File: config.mk
export PLATFORM = sky130hd
export DESIGN_NAME = wb_arbiter
export DESIGN_NICKNAME = d
export VERILOG_FILES = /design/src/rtl/wb_arbiter_pkg.sv /design/src/rtl/wb_starve_arb.sv /design/src/rtl/wb_arbiter.sv
export SDC_FILE = /design/constraint.sdc
export NUM_CORES = 1
export LEC_CHECK = 0
export CORE_AREA = 2 2 210 212
export DETAILED_ROUTE_END_ITERATION = 6
export DIE_AREA = 0 0 212 214
export GPL_ROUTABILITY_DRIVEN = 1
export GPL_TIMING_DRIVEN = 0
export PLACE_DENSITY = 0.63
export SYNTH_ARGS = -nofsm -noshare
export SYNTH_HDL_FRONTEND = slang
export SYNTH_HIERARCHICAL = 1
export SYNTH_SLANG_ARGS = --single-unit
File: constraint.sdc
create_clock -name clk -period 3.75 [get_ports clk]
set_input_delay 0.5625 -clock clk [delete_from_list [all_inputs] [get_ports clk]]
set_output_delay 0.5625 -clock clk [all_outputs]
set_load 0.02 [all_outputs]
File: src/rtl/wb_arbiter_pkg.sv
// Shared writeback types: register index width, x0 constant, memory-width codes
// and the two-source grant vector used between the arbiter and the output stage.
package wb_arbiter_pkg;

    localparam int REG_W = 5;
    localparam int STARVE_W = 4;
    localparam logic [REG_W-1:0] REG_X0 = '0;

    typedef enum logic [2:0] {
        MW_B  = 3'd0,
        MW_H  = 3'd1,
        MW_W  = 3'd2,
        MW_D  = 3'd3,
        MW_BU = 3'd4,
        MW_HU = 3'd5,
        MW_WU = 3'd6
    } mw_e;

    typedef struct packed {
        logic lsp;
        logic alu;
    } grant_t;

    // Architectural x0 is hardwired zero, so writes to it are dropped.
    function automatic logic rf_we(input logic wb_en, input logic [REG_W-1:0] dst);
        return wb_en && (dst != REG_X0);
    endfunction

endpackage

File: src/rtl/wb_starve_arb.sv
// Two-input fixed-priority arbiter (LSP over ALU), combinational grant, no buffering.
// A valid ALU result that loses STARVE_LIMIT consecutive times is granted next.
module wb_starve_arb
    import wb_arbiter_pkg::*;
#(
    parameter int STARVE_LIMIT = 4
) (
    input  logic   clk,
    input  logic   rst,
    input  logic   alu_vld_i,
    input  logic   lsp_vld_i,
    output grant_t grant_o
);

    localparam logic [STARVE_W-1:0] LIMIT = STARVE_W'(STARVE_LIMIT);

    logic [STARVE_W-1:0] starve_q;
    logic [STARVE_W-1:0] starve_d;
    logic                force_alu;

    assign force_alu = alu_vld_i && (starve_q == LIMIT);

    // Grants are masked during reset so no transfer completes in that cycle.
    always_comb begin
        grant_o = '0;
        if (!rst) begin
            grant_o.alu = alu_vld_i && (force_alu || !lsp_vld_i);
            grant_o.lsp = lsp_vld_i && !force_alu;
        end
    end

    always_comb begin
        starve_d = starve_q;
        if (!alu_vld_i || grant_o.alu) begin
            starve_d = '0;
        end else if (starve_q < LIMIT) begin
            starve_d = starve_q + STARVE_W'(1);
        end
    end

    always_ff @(posedge clk) begin
        if (rst) begin
            starve_q <= '0;
        end else begin
            starve_q <= starve_d;
        end
    end

endmodule

File: src/rtl/wb_arbiter.sv
// Writeback arbiter: picks one of ALU/LSP per cycle, registers the RF write, retire PC
// and instret one cycle after the handshake; losers see ready low and must hold.
module wb_arbiter
    import wb_arbiter_pkg::*;
#(
    parameter int STARVE_LIMIT = 4,
    parameter int XLEN = 64
) (
    input  logic             clk,
    input  logic             rst,

    input  logic [REG_W-1:0] ip_wb_dst,
    input  logic [XLEN-1:0]  ip_wb_result,
    input  logic [XLEN-1:0]  ip_wb_pc,
    input  logic             ip_wb_wb_en,
    input  logic             ip_wb_valid,
    output logic             ip_wb_ready,

    input  logic [REG_W-1:0] lsp_ix_dst,
    input  logic [XLEN-1:0]  lsp_ix_result,
    input  logic [XLEN-1:0]  lsp_ix_pc,
    input  logic             lsp_ix_wb_en,
    input  logic             lsp_ix_valid,
    output logic             lsp_ix_ready,

    output logic             rf_wr_en,
    output logic [REG_W-1:0] rf_wr_addr,
    output logic [XLEN-1:0]  rf_wr_data,

    output logic             wb_fwd_valid,
    output logic [REG_W-1:0] wb_fwd_dst,
    output logic [XLEN-1:0]  wb_fwd_data,

    output logic             wb_retire_valid,
    output logic [XLEN-1:0]  wb_retire_pc,
    output logic [63:0]      wb_instret
);

    grant_t grant;

    wb_starve_arb #(
        .STARVE_LIMIT (STARVE_LIMIT)
    ) u_arb (
        .clk       (clk),
        .rst       (rst),
        .alu_vld_i (ip_wb_valid),
        .lsp_vld_i (lsp_ix_valid),
        .grant_o   (grant)
    );

    assign ip_wb_ready  = grant.alu;
    assign lsp_ix_ready = grant.lsp;

    logic             any_grant;
    logic [REG_W-1:0] win_dst;
    logic [XLEN-1:0]  win_result;
    logic [XLEN-1:0]  win_pc;
    logic             win_wb_en;

    assign any_grant = grant.alu || grant.lsp;

    always_comb begin
        win_dst    = lsp_ix_dst;
        win_result = lsp_ix_result;
        win_pc     = lsp_ix_pc;
        win_wb_en  = lsp_ix_wb_en;
        if (grant.alu) begin
            win_dst    = ip_wb_dst;
            win_result = ip_wb_result;
            win_pc     = ip_wb_pc;
            win_wb_en  = ip_wb_wb_en;
        end
    end

    logic             rf_en_q,   rf_en_d;
    logic [REG_W-1:0] rf_addr_q, rf_addr_d;
    logic [XLEN-1:0]  rf_data_q, rf_data_d;
    logic             ret_vld_q, ret_vld_d;
    logic [XLEN-1:0]  ret_pc_q,  ret_pc_d;
    logic [63:0]      instret_q, instret_d;

    // Address/data hold between grants; only the enable and retire strobe drop.
    always_comb begin
        rf_en_d   = 1'b0;
        rf_addr_d = rf_addr_q;
        rf_data_d = rf_data_q;
        ret_vld_d = any_grant;
        ret_pc_d  = ret_pc_q;
        instret_d = instret_q;
        if (any_grant) begin
            rf_en_d   = rf_we(win_wb_en, win_dst);
            rf_addr_d = win_dst;
            rf_data_d = win_result;
            ret_pc_d  = win_pc;
            instret_d = instret_q + 64'd1;
        end
    end

    always_ff @(posedge clk) begin
        if (rst) begin
            rf_en_q   <= 1'b0;
            rf_addr_q <= '0;
            rf_data_q <= '0;
            ret_vld_q <= 1'b0;
            ret_pc_q  <= '0;
            instret_q <= '0;
        end else begin
            rf_en_q   <= rf_en_d;
            rf_addr_q <= rf_addr_d;
            rf_data_q <= rf_data_d;
            ret_vld_q <= ret_vld_d;
            ret_pc_q  <= ret_pc_d;
            instret_q <= instret_d;
        end
    end

    assign rf_wr_en        = rf_en_q;
    assign rf_wr_addr      = rf_addr_q;
    assign rf_wr_data      = rf_data_q;
    assign wb_fwd_valid    = rf_en_q;
    assign wb_fwd_dst      = rf_addr_q;
    assign wb_fwd_data     = rf_data_q;
    assign wb_retire_valid = ret_vld_q;
    assign wb_retire_pc    = ret_pc_q;
    assign wb_instret      = instret_q;

endmodule

Yosys cells after proc, flatten, opt, wreduce, memory -nomap -nowiden --
Cells that the tools add are included.
Word-level totals: register bits 203, bits of input ports 272, output and inout bits 271, word-level logic and storage cells 30
Operators by class: add/subtract/negate cells 2, magnitude comparators 1, eq/ne operators 1, multiplexer cells 5, bitwise logic cells 1, reduce and logical (&&, ||, !) cells 13
Operators with widths (count):
- 64-bit 2-to-1 mux | 2
- 64-bit by 1-bit adder with 64-bit output, second input constant | 1
- 5-bit 2-to-1 mux | 1
- 5-bit nonzero test | 1
- 4-bit by 1-bit adder with 4-bit output, second input constant | 1
- 4-bit by 3-bit equality test with 1-bit output, second input constant | 1
- 1-bit logical AND | 4
- 4-bit by 3-bit < comparator with 1-bit output, second input constant | 1
- 2-bit OR reduction | 2
- 1-bit logical NOT | 3
- 1-bit logical OR | 3
- 2-bit 2-to-1 mux | 1
- 1-bit 2-to-1 mux | 1
- 1-bit NOT | 1

Logic depth before layout (Yosys ltp) --
Gate-level depths: netlist (run 1).
word-level depth 8, depth in mapped cells 11, mapped depth without buffers 9

Cells and area by module --
Netlist (run 1), hierarchy kept.
Modules (own cells, without submodules):
- wb_arbiter | instances 1, cells each 1165, area each 9530.4 sq um, sequential area each 3983.8 sq um
- wb_starve_arb | instances 1, cells each 25, area each 225.2 sq um, sequential area each 80.1 sq um

Worst setup path before layout (run 1) --
Ideal clock, no wire load.
path kind register to register, from reg u_arb.starve_q[0], to reg instret_q[61], in the netlist wb_instret[61], library setup time 71 ps, arrival time 3095 ps, required time 3679 ps, path slack 584 ps, stages on the path, launching flop included 11, path buffers 1, clock period less this slack 3166 ps, cell sequence dfxtp_1 > inv_1 > ha_1 > and3b_2 > a211oi_1 > buf_2 > o211ai_2 > nor4_4 > nand4_2 > or4_1 > a21oi_1
Between the ends: longest elaborated chain between the ends 6, elaborated cells between the ends (all ways) 8, those cells by class 1 x eq/ne; 1 x mux; 6 x reduce/logical
RTL lines:
- from (decl) | line wb_starve_arb.sv:17 | logic [STARVE_W-1:0] starve_q;
- from (signal assigned) | line wb_starve_arb.sv:45 | starve_q <= starve_d;
- 4-bit by 3-bit equality test with 1-bit output | line wb_starve_arb.sv:21 | assign force_alu = alu_vld_i && (starve_q == LIMIT);
- 1-bit logical AND | line wb_starve_arb.sv:21
- 1-bit logical NOT | line wb_starve_arb.sv:28 | grant_o.lsp = lsp_vld_i && !force_alu;
- 1-bit logical AND | line wb_starve_arb.sv:28
- 2-bit 2-to-1 mux | line wb_starve_arb.sv:26 | if (!rst) begin
- via lsp_ix_ready | line wb_arbiter.sv:24 | output logic lsp_ix_ready,
- 1-bit logical OR | line wb_arbiter.sv:60 | assign any_grant = grant.alu || grant.lsp;
- to (signal assigned) | line wb_arbiter.sv:113 | instret_q <= instret_d;
- to (decl) | line wb_arbiter.sv:80 | logic [63:0] instret_q, instret_d;
The timed path passes the listed nets, and every way through them passes these cells. A chain may end at the register's enable or synchronous reset.

Worst setup path in the final report (run 1) --
from reg u_arb.starve_q[0], to reg ret_pc_q[25], in the netlist wb_retire_pc[25]
Between the ends: longest elaborated chain between the ends 6, elaborated cells between the ends (all ways) 9, those cells by class 1 x eq/ne; 2 x mux; 6 x reduce/logical
RTL lines:
- 4-bit by 3-bit equality test with 1-bit output (*) | line wb_starve_arb.sv:21
- 1-bit logical AND (*) | line wb_starve_arb.sv:21
- 1-bit logical OR or 1-bit logical NOT (tied branches) | line wb_starve_arb.sv:27, wb_starve_arb.sv:28
- 1-bit logical AND (on tied branches) | line wb_starve_arb.sv:27, wb_starve_arb.sv:28
- 2-bit 2-to-1 mux (*) | line wb_starve_arb.sv:26
- 64-bit 2-to-1 mux or 1-bit logical OR (tied branches) | line wb_arbiter.sv:67, wb_arbiter.sv:60
- to (signal assigned) | line wb_arbiter.sv:112 | ret_pc_q <= ret_pc_d;
- to (decl) | line wb_arbiter.sv:79 | logic [XLEN-1:0] ret_pc_q, ret_pc_d;
Every way passes the cells marked *; elsewhere a longest branch is shown, timed or not.

==> impl_metrics.yaml, run 1 <==
outcome:
  outcome: "complete, no violations"
placement:
  place_inst: 2317
  place_congestion: 0.919
  hpwl_mm: 37.1
  portBuffers: 542
timing:
  finalCritPeriodShare_pct: 91.6
  finalSetupViolCount: 0
  rsz0062_at_grt: "no"
  fin_skew_ps: 14.2
  relSlewSlack_pct: 26.4
  hold_violations: 0
  period_needed_ps: 3430
  tightest_slew_ps: 1100
  clock.fmax_mhz: 291
  setup_tns_ps: 0
  slew_viol_final: 0
critical_path:
  cp_max_fo: 10
  reg2regPathDepth: 11
  worstSetupEndpointType: "flop"
  path_class: "flop to flop"
  critPathLaunchType: "flop"
  ff2ff_setup_slack_ps: 320
  cp.arrival_ps: 3840
  rr_startpoint: "u_arb/starve_q[0]"
  critPathRequiredTime_ps: 4160
  crit-reg2reg-capture: "wb_retire_pc[25]"
synthesis:
  ys_ff_latch: 203
  ys.flop_type: "dfxtp_1"
  synth_top_cell_by_area: "dfxtp_1"
  synth_area_leaders: "dfxtp_1 42%, mux2i_1 14%, nor2_1 12%, a21oi_1 8.4%, buf_4 5.4%"
  synth-seq-area-share_pct: 41.7
  synth_edf_count: 0
  synth_common_cells: "308 x nor2_1, 203 x dfxtp_1, 164 x a21oi_1"
  yosys_warnings: 6
  syn_nets: 1465
  yosysTopAreaCellShare_pct: 41.7
  yosysMostFrequentCell: "nor2_1"
  synth.distinct_cells: 42
  ys_async_sr_fraction_pct: 0
  syn_area_per_cell_sq_um: 8.20
  synth_area_sq_um: 9760
  syn_inst: 1190
layout:
  stdcell_count: 2366
  register_area_sq_um: 4060
  multi_input_area_sq_um: 4850
  final_util_pct: 39.1
  layout.nets: 2035
  layout-drive-gt1-share_pct: 7.70
  fillers: 4325
  area_growth_pct: 72.1
floorplan:
  rows: 76
  num_io_pins: 543
  die-width_microns: 212
  core-area_sq_um: 42900
  die_y_microns: 214
  die_area_sq_um: 45400
  initial_core_util_pct: 22.7
job:
  max_cap_violations: 0
global_routing:
  grt_usage_pct: 19.7
  antenna_found_initial: 7
  grt_pass1_vias: 10443
  grt_pass1_wl_mm: 67.6
  grt.overflow.total: 0
  grt_max_degree: 13
cts:
  cts-htree-levels: 1
  cts_num_sinks: 203
  clk_latency_ps: 540
  clockBufferDepth: 3
  numCtsBuffers: 26
  cts_tree: "yes"
  cts_hold_buf: 0
  clkTransAtPathRegs_ps: 60
  postCtsSetupBuffers: 0
  root_buffer: "clkbuf_16"
pwr:
  p_leak_nw: 6.30
  p_total_w: 0.00613
  ir_drop_uv: 240
  p_per_area_nw_per_um2: 365
detailed_routing:
  drc: 0
  viasPerCell: 4.50
  drt_wl_total_mm: 47.1
  drt_iter0_markers: 632
  avgRoutedWirePerCell_microns: 19.9
  first_pass_iters: 6
  vias: 10638
  postRouteAntennaNets: 0
min_path:
  hold_depth: 2
  hp-class: "flop to flop"
  min_to: "u_arb/starve_q[3]"
  hold_path_startpoint: "u_arb/starve_q[3]"
-- metal layers --
layer  vias to the layer above  part of all wire [%]  wire length [microns]  GRT usage [%]
met3                        76                   8.8                   4130           6.49
li1                       5160                     -                      -              -
met2                       415                    48                  22600           33.8
met4                        10                   3.5                   1650           6.15
met1                      4977                    40                  18600           23.0
met5                         -                  0.17                     79              0
-- how the worst max path moves through the flow --
stage / from / to / depth (start not counted)
after floorplan: u_arb/starve_q[0] / wb_instret[61] / 10
after global placement: lsp_ix_valid / rf_wr_data[46] / 10
after detailed placement: lsp_ix_valid / wb_instret[40] / 10
after CTS: u_arb/starve_q[0] / wb_instret[40] / 11
after global routing: u_arb/starve_q[0] / rf_wr_data[49] / 11
final: u_arb/starve_q[0] / wb_retire_pc[25] / 11
-- logic make-up (layout without fill, tap and decap cells) --
group / Yosys count / after routing / synth area share [%]
multiplexers: 133 / 133 / 13.7
XOR/XNOR: 33 / 33 / 2.96
AO/OA/AOI/OAI: 206 / 206 / 11.3
adder cells (fa/ha/maj): 3 / 3 / 0.385
buffers and inverters: 156 / 746 / 8.73
other: 0 / 1 / 0
AND/OR/NAND/NOR: 456 / 456 / 21.3
flip-flops: 203 / 203 / 41.7
-- critical path: stages (launching register included) --
cell and delay (ps):
dfxtp_1 370, inv_1 60, ha_1 180, and3b_2 230, a211oi_1 380, buf_2 230, clkbuf_1 610, buf_1 720
mux2i_1 260, nor2_1 60, a21oi_1 150, nor2_1 50
-- per-stage QoR --
| stage | hold WS [ps] | area, sq um | setup slack [ps] |
|---|---|---|---|
| after CTS | 484 | 16800 | 103 |
| after detailed placement | 472 | 15900 | -62.8 |
| final | 482 | 16800 | 315 |
| after floorplan | 448 | 9760 | 584 |
| after global routing | 520 | 16800 | 18.0 |
| after global placement | 464 | 15900 | 28.2 |
-- state kept, by name, indices dropped and copies added (netlist names) --
name	flops
rf_wr_addr	5
rf_wr_data	64
rf_wr_en	1
u_arb/starve_q	4
wb_instret	64
wb_retire_pc	64
wb_retire_valid	1
-- cell type report --
class	instances	share of cell area, %
clock inverters	13	0.589
clock buffers	35	4.56
diodes	1	0.0149
repair buffers	542	32.3
plain buffers	143	4.79
flip-flops and latches	203	24.2
inverters	13	0.291
well taps	585	4.36
multi-input cells	831	28.9
-- layout by cell type (no fill, tap or decap), types with 2 or more instances in the layout --
cell / instances
a211oi_1: 4
a21oi_1: 164
and2_1: 2
and3_1: 8
and4_1: 3
buf_1: 19
buf_2: 3
buf_4: 70
clkbuf_1: 53
clkbuf_16: 27
clkbuf_8: 6
clkdlybuf4s50_1: 542
clkinv_2: 9
clkinvlp_4: 2
dfxtp_1: 203
ha_1: 3
inv_1: 13
mux2i_1: 132
nand2_1: 24
nand3_1: 25
nand4_1: 24
nand4_2: 3
nor2_1: 308
nor2b_1: 3
nor3_1: 3
nor4_1: 7
nor4_2: 2
o21ai_0: 21
o31ai_1: 13
or2_2: 4
or3_1: 18
or4_1: 13
xnor2_1: 6
xor2_1: 27
-- what timing repair did --
| action | in CTS | in global routing |
|---|---|---|
| hold endpoints to repair | 0 | 0 |
| gates resized for setup | 0 | 1 |
| setup endpoints to repair | 0 | 9 |
-- power breakdown --
part           internal, W  leakage (nW)  switching, W  total, W
clock network      0.00150         0.432       0.00102   0.00252
logic             0.000682          4.21      0.000591   0.00127
registers          0.00225          1.66     0.0000798   0.00233
Note: power is estimated with default switching activity, not from simulation.
==> inputs of run 2 (changes only) <==
CTS_CLUSTER_DIAMETER = 30   (was unset)
SKIP_LAST_GASP = 1   (was unset)
==> impl_metrics.yaml, run 2 (synthesis results as in run 1) <==
outcome:
  outcome: "complete, no violations"
critical_path:
  worstPathCellList: "inv_1 -> ha_1 -> and3b_2 -> a211oi_1 -> buf_2 -> o2111ai_2 -> nor3_4 -> nand4_1 -> clkbuf_1 -> or3_1 -> a21oi_1"
  cp.arrival_ps: 3940
  critPathRequiredTime_ps: 4250
  critPathLaunchType: "flop"
  critPathSlowestCell: "or3_1"
  path_class: "flop to flop"
  ff2ff_setup_slack_ps: 310
  worstSetupEndpointType: "flop"
  cp_max_fo: 10
  cpPeakStageDelay_ps: 400
layout:
  final_cell_mix: "542 x clkdlybuf4s50_1, 308 x nor2_1, 203 x dfxtp_1"
  layout-drive-gt1-share_pct: 10.4
  final_util_pct: 42.1
  mostFrequentLayoutCell: "clkdlybuf4s50_1"
  area_growth_pct: 85.2
  layout.nets: 2068
  stdcell_count: 2427
placement:
  place_inst: 2317
  portBuffers: 542
  hpwl_mm: 37.1
  place_congestion: 0.919
timing:
  slew_viol_final: 0
  tightest_slew_ps: 1110
  clock.fmax_mhz: 291
  relSlewSlack_pct: 25.7
  period_needed_ps: 3440
  hold_violations: 0
  rsz0062_at_grt: "no"
  finalCritPeriodShare_pct: 91.7
  setup_tns_ps: 0
  fin_skew_ps: 10.3
  finalSetupViolCount: 0
floorplan:
  core-area_sq_um: 42900
  rows: 76
  initial_core_util_pct: 22.7
  die_y_microns: 214
  die_area_sq_um: 45400
  num_io_pins: 543
  die-width_microns: 212
detailed_routing:
  vias: 10919
  avgRoutedWirePerCell_microns: 19.7
  drt_iter0_markers: 669
  first_pass_iters: 5
  drc: 0
  viasPerCell: 4.50
  drt_wl_total_mm: 47.9
  postRouteAntennaNets: 0
cts:
  postCtsSetupBuffers: 0
  clk_latency_ps: 580
  ctsResizeCount: 0
  clockBufferDepth: 3
  cts-htree-levels: 2
  numCtsBuffers: 59
  root_buffer: "clkbuf_16"
  cts_tree: "yes"
  cts_hold_buf: 0
  clkTransAtPathRegs_ps: 40
  cts_num_sinks: 203
job:
  max_cap_violations: 0
global_routing:
  grt.overflow.total: 0
  grt_usage_pct: 20.2
  grt_pass1_vias: 10868
  antenna_found_initial: 8
  grt_max_degree: 16
  grt_pass1_wl_mm: 69.0
pwr:
  ir_drop_uv: 250
  p_per_area_nw_per_um2: 498
  p_total_w: 0.00899
  p_leak_nw: 6.93
min_path:
  hp-class: "flop to flop"
## run 2: cell count changes in the layout (fill, tap and decap cells not counted), sizes merged
cell	change
bufinv	+11
clkinvlp	+1
inv	+1
clkbuf	+43
clkinv	+5
## run 2: through the flow
stage          area [sq um]  hold WS [ps]  setup WS, ps
2_1_floorplan          9760           448           584
3_3_place_gp          15900           464          28.2
3_5_place_dp          15900           472         -62.8
4_1_cts               18100           481           153
5_1_grt               18100           517         0.541
6_report              18100           480           310
## run 2: final cells by class
| cell class | instances | area [sq um] |
|---|---|---|
| multi-input combinational | 831 | 4850 |
| tap | 585 | 732 |
| antenna | 1 | 2.50 |
| inverter | 13 | 48.8 |
| clock buffer | 78 | 1670 |
| clock inverter | 31 | 478 |
| buffer | 143 | 803 |
| timing repair buffer | 542 | 5430 |
| sequential | 203 | 4060 |
| fill | 4222 | 24800 |
## run 2: per-layer routing
| metal | global-route usage [%] | routed length, microns |
|---|---|---|
| met1 | 22.9 | 18600 |
| met2 | 34.4 | 23100 |
| met3 | 6.98 | 4410 |
| met4 | 8.36 | 1740 |
| met5 | 0 | 72 |
## run 2: path summary, 6_finish.rpt
path	end	start	depth (start not counted)
setup / recovery	wb_instret[40]	u_arb/starve_q[0]	11
hold / removal	u_arb/starve_q[3]	u_arb/starve_q[3]	2
setup reg to reg	wb_instret[40]	u_arb/starve_q[0]	11
hold reg to reg	u_arb/starve_q[3]	u_arb/starve_q[3]	2
## run 2: worst max-delay path, delay by kind of cell (launching register included)
family / cells / cell delay [ps]
buffers and inverters: 3 / 630
adders and majority gates: 1 / 180
DFF: 1 / 360
AOI/OAI and AO/OA: 3 / 820
and+or+nand+nor: 4 / 1370
## run 2: power breakdown
group          switching (W)  internal (W)
Sequential         0.0000799       0.00226
Clock                0.00148       0.00390
Combinational       0.000591      0.000682
Total                0.00215       0.00684
